$ cat config.mk
export PLATFORM = sky130hd
export DESIGN_NAME = dsp_result_collector
export DESIGN_NICKNAME = d
export VERILOG_FILES = /design/src/rtl/dsp_result_collector.sv
export SDC_FILE = /design/constraint.sdc
export NUM_CORES = 1
export LEC_CHECK = 0
export ABC_AREA = 1
export BUFFER_PORTS_ARGS = -buffer_cell sky130_fd_sc_hd__clkbuf_2
export CAP_MARGIN = 40
export CORE_MARGIN = 5
export CORE_UTILIZATION = 30
export CTS_BUF_LIST = sky130_fd_sc_hd__clkbuf_16
export CTS_CLUSTER_DIAMETER = 60
export CTS_CLUSTER_SIZE = 28
export DETAILED_ROUTE_END_ITERATION = 16
export MAX_ROUTING_LAYER = met4
export PLACE_DENSITY_LB_ADDON = 0.25
export SYNTH_ARGS = -nofsm -noshare
export SYNTH_HDL_FRONTEND = slang
export SYNTH_SLANG_ARGS = --single-unit
export TNS_END_PERCENT = 5
$ cat constraint.sdc
create_clock -name CLK -period 9.9 [get_ports CLK]
set_input_delay 1.98 -clock CLK [delete_from_list [all_inputs] [get_ports CLK]]
set_output_delay 1.98 -clock CLK [all_outputs]
set_load 0.02 [all_outputs]
$ cat src/rtl/dsp_result_collector.sv
// dsp_result_collector
//
// Result-side companion to a DSP48A1-style pipeline. It tracks which issued
// operations are travelling through the slice's registered stages and, when an
// operation reaches the end of the pipeline, captures the P output into a
// small show-ahead FIFO. The FIFO drains on a valid/ready stream. The slice's
// shared clock enable (CE) is driven from here, so a stalled consumer freezes
// the whole DSP pipeline and no result is ever dropped.
//
// Optional feature: define DSP_COLLECT_TAG_EN to carry a per-operation tag
// alongside each result (adds TAG_W, TAG_IN and TAG_OUT).
//
// Parameters
//   WIDTH    result width (P bus)
//   LATENCY  registered DSP stages between issue and valid P (0..8)
//   DEPTH    result FIFO entries (power of two, 2..16)
//   TAG_W    tag width (DSP_COLLECT_TAG_EN only)
//
// Ports
//   CLK        clock, all state updates on the rising edge
//   RST        synchronous active-high reset
//   IN_VALID   operation presented to the DSP this cycle (taken when CE=1)
//   P_IN       DSP P output
//   CE         clock enable to every DSP register; also issue-ready
//   OUT_VALID  FIFO head valid
//   OUT_DATA   FIFO head result
//   OUT_READY  consumer accepts the head this cycle
//   TAG_IN     operation tag (DSP_COLLECT_TAG_EN only)
//   TAG_OUT    tag of the FIFO head (DSP_COLLECT_TAG_EN only)
//   INFLIGHT   number of accepted operations not yet captured

module dsp_result_collector #(
    parameter int unsigned WIDTH   = 48,
    parameter int unsigned LATENCY = 4,
    parameter int unsigned DEPTH   = 4
`ifdef DSP_COLLECT_TAG_EN
    ,
    parameter int unsigned TAG_W   = 4
`endif
) (
    input  logic             CLK,
    input  logic             RST,
    input  logic             IN_VALID,
    input  logic [WIDTH-1:0] P_IN,
    output logic             CE,
    output logic             OUT_VALID,
    output logic [WIDTH-1:0] OUT_DATA,
    input  logic             OUT_READY,
`ifdef DSP_COLLECT_TAG_EN
    input  logic [TAG_W-1:0] TAG_IN,
    output logic [TAG_W-1:0] TAG_OUT,
`endif
    output logic [3:0]       INFLIGHT
);

    localparam int unsigned PTR_W = (DEPTH > 1) ? $clog2(DEPTH) : 1;
    localparam int unsigned CNT_W = $clog2(DEPTH + 1);

    logic [PTR_W-1:0] wr_ptr;
    logic [PTR_W-1:0] rd_ptr;
    logic [CNT_W-1:0] count;
    logic [WIDTH-1:0] mem [DEPTH];

    logic cap_valid;
    logic push;
    logic pop;

`ifdef DSP_COLLECT_TAG_EN
    logic [TAG_W-1:0] cap_tag;
    logic [TAG_W-1:0] tag_mem [DEPTH];
`endif

    // A full FIFO only stalls the slice if the consumer is not draining this
    // cycle; a simultaneous pop frees the slot the capture needs.
    assign CE   = (count < CNT_W'(DEPTH)) || OUT_READY;
    assign push = CE && cap_valid;
    assign pop  = OUT_VALID && OUT_READY;

    generate
        if (LATENCY > 0) begin : g_pipe
            // vp mirrors the DSP register chain: bit k is set when the
            // operation sitting in stage k is a real one.
            logic [LATENCY-1:0] vp;

            always_ff @(posedge CLK) begin
                if (RST) begin
                    vp <= '0;
                end else if (CE) begin
                    vp[0] <= IN_VALID;
                    for (int k = 1; k < LATENCY; k++) begin
                        vp[k] <= vp[k-1];
                    end
                end
            end

            assign cap_valid = vp[LATENCY-1];

            always_comb begin
                INFLIGHT = '0;
                for (int k = 0; k < LATENCY; k++) begin
                    INFLIGHT = INFLIGHT + {3'b000, vp[k]};
                end
            end

`ifdef DSP_COLLECT_TAG_EN
            logic [TAG_W-1:0] tp [LATENCY];

            always_ff @(posedge CLK) begin
                if (RST) begin
                    for (int k = 0; k < LATENCY; k++) begin
                        tp[k] <= '0;
                    end
                end else if (CE) begin
                    tp[0] <= TAG_IN;
                    for (int k = 1; k < LATENCY; k++) begin
                        tp[k] <= tp[k-1];
                    end
                end
            end

            assign cap_tag = tp[LATENCY-1];
`endif
        end else begin : g_comb
            // Combinational DSP path: P_IN belongs to the operation issued now.
            assign cap_valid = IN_VALID;
            assign INFLIGHT  = '0;
`ifdef DSP_COLLECT_TAG_EN
            assign cap_tag   = TAG_IN;
`endif
        end
    endgenerate

    always_ff @(posedge CLK) begin
        if (RST) begin
            wr_ptr <= '0;
            rd_ptr <= '0;
            count  <= '0;
            for (int i = 0; i < DEPTH; i++) begin
                mem[i] <= '0;
`ifdef DSP_COLLECT_TAG_EN
                tag_mem[i] <= '0;
`endif
            end
        end else begin
            if (push) begin
                mem[wr_ptr] <= P_IN;
`ifdef DSP_COLLECT_TAG_EN
                tag_mem[wr_ptr] <= cap_tag;
`endif
                wr_ptr <= wr_ptr + PTR_W'(1);
            end
            if (pop) begin
                rd_ptr <= rd_ptr + PTR_W'(1);
            end
            if (push && !pop) begin
                count <= count + CNT_W'(1);
            end else if (pop && !push) begin
                count <= count - CNT_W'(1);
            end
        end
    end

    assign OUT_VALID = (count != '0);
    assign OUT_DATA  = mem[rd_ptr];
`ifdef DSP_COLLECT_TAG_EN
    assign TAG_OUT   = tag_mem[rd_ptr];
`endif

endmodule

==> flow_summary.ini <==
[run_status]
status = finished clean

[floorplan]
coreArea_sq_um = 29800
io_pins = 106
die_w_um = 184.2
rows = 63
die-area_sq_um = 33940
start_util = 0.3057
die_y_um = 184.2

[yosys]
syn_avg_cell_area_sq_um = 10.50
yosysTopAreaCellShare = 0.6331
yosys-top-cells-area = edfxtp_1 63%, nor2_1 7.5%, o21ai_0 5.6%
synth_fp_nets = 924
yosys-top-cells-count = 192 x edfxtp_1, 181 x nor2_1, 115 x inv_1, 102 x o21ai_0, 50 x nand2_1
yosys.cell_count.top_type = edfxtp_1
synth_edf_count = 192
synthArstFlopShare = 0
synth_ff_type = edfxtp_1
yosysTopAreaCell = edfxtp_1
synthCells = 867
ys_types = 26
seq_area_frac_synth = 0.6616
synthSimpleGateAreaFrac = 0.1548
synth_area_sq_um = 9107
yosysWarnings = 0
synth_mux_area_frac = 0
ys_ff_latch = 205
synth-compound-area-share = 0.09644
synth_top_family_by_area = simple AND/OR/NAND/NOR gates
synth_xor_area_frac = 0
synth_adder_area_share = 0.008518

[cts]
post_cts_resized = 0
cts.hold.buffers_added = 0
clk_path_buf_depth = 3
clk_latency_ns = 0.51
cts_buffers = 22
htreeDepth = 1
path_clk_slew_ns = 0.06
cts_tree = done
root_buffer = clkbuf_16
clkSinkCount = 205
cts_setup_buffers = 0

[finish]
area_delta_synth_final_pct = 18.13
nNetsFinal = 1006
final_layout_size_suffix_gt1_frac = 0.2041
final_area_sq_um = 10760
n_antenna_cell = 0

[sta]
finalCriticalPeriod_ns = 5.123
setup_viol = 0
relSlewSlack = 0.4135
drv_slew = 0
worstMarginPinSlew_ns = 0.8797
fmax_ghz = 0.1952
final.setup.tns_ns = 0
rsz0062_at_grt = no
fin_skew_ns = 0.02111
hold_viol = 0
period_share = 0.5174

[detailed_routing]
avgViaCountPerCell = 4.672
postRouteAntennaNets = 0
drc_errors = 0
drtPass1Iterations = 4
drt-total-wl_mm = 24.01
num_vias = 6331
first_iter_violations = 474
wire_per_inst_um = 17.72

[worst_setup_path]
cp.arrival_ns = 3.14
crit_fanout = 55
critPathKind = reg2out
startpoint_type = flop
critPathCaptureType = output pin
crit_required_ns = 7.92

[global_routing]
grt-ovfl-total = 0
grt_first_pass_wirelength_mm = 37.72
grt_usage = 0.1464
grt_start_max_net_pins = 56
antenna_found_initial = 0
grt_pass1_vias = 6550

[pwr]
leakage_nw = 4.565
power.density_nw_per_um2 = 241.6
vdd_drop_max_mv = 0.1269

[worst_hold_path]
hold_class = reg2reg

[placement]
gp_congestion = 0.6971
hpwl_mm = 13.17
io_buffers = 104
dpl_cell_area_sq_um = 10040

[job]
maxCapViolations = 0
==> through the flow <==
stage	hold slack [ns]	setup WS, ns	utilization	power, mW	instances
6_report	0.4812	4.777	0.3611	2.600	1355
3_3_place_gp	0.4731	4.898	0.3346	1.802	1312
4_1_cts	0.4847	4.740	0.3611	2.643	1355
2_1_floorplan	0.4572	3.497	-	1.549	867
3_5_place_dp	0.4763	5.276	0.3369	1.820	1315
5_1_grt	0.5340	4.480	0.3611	2.755	1355
==> critical path, cell delays in order (launching register included) <==
cell      delay, ns
dfxtp_4        0.64
buf_12         0.30
clkinv_2       0.55
buf_4          0.52
o21ai_0        0.24
o22ai_1        0.14
clkbuf_2       0.18
==> routing by layer <==
metal  track usage  wire, um
met1        0.1917     10720
met2        0.2463     11680
met3       0.02289      1224
met4       0.02337       379
met5             -         0
==> cells in the final DEF (no fill, tap or decap), types with 4 or more instances in the layout <==
master and n:
o22ai_1 48, edfxtp_1 192, nand3_1 4, inv_1 113
a21oi_1 8, inv_2 4, dfxtp_1 10, nor3_1 49
nor2_2 20, o21ai_1 4, clkbuf_16 23, o21ai_0 99
buf_4 10, nor2_1 181, nand2_4 12, clkbuf_2 104
nand2_1 50
==> sequential cells by signal (all words and copies together), names as in the netlist, named ones only <==
name       cells
count          3
mem          192
wr_ptr         2
g_pipe.vp      4
rd_ptr         2
==> path summary, 6_finish.rpt <==
check / cells past startpoint / start / slack (ns) / end
worst max-delay path: 6 / flop / 4.78 / OUT_DATA[17]
worst min-delay path: 2 / wr_ptr[0]$_SDFFE_PP0P_ / 0.48 / wr_ptr[0]$_SDFFE_PP0P_
worst max register to register: 6 / wr_ptr[1]$_SDFFE_PP0P_ / 7.35 / mem[2][21]$_SDFFCE_PN0P_
worst min register to register: 2 / wr_ptr[0]$_SDFFE_PP0P_ / 0.48 / wr_ptr[0]$_SDFFE_PP0P_
==> where the power goes <==
group,internal [mW],switching [mW]
Clock,0.458,0.359
Combinational,0.203,0.517
Sequential,1.02,0.0458
==> kinds of logic (layout without fill, tap and decap cells) <==
group           after synthesis  after routing
other cells                   1              1
fa+ha+maj                     5              5
compound gates              163            163
simple gates                318            318
buf+inv                     175            273
flops                       205            205
==> area by class of cell <==
cell class,count,area (sq um)
multi-input cells,487,2417
well taps,390,488.0
repair buffers,117,663.1
clock buffers,23,575.6
flip-flops and latches,205,6032
fillers,3049,19040
inverters,116,436.7
clock inverters,17,146.4
Note: power is estimated with default switching activity, not from simulation.
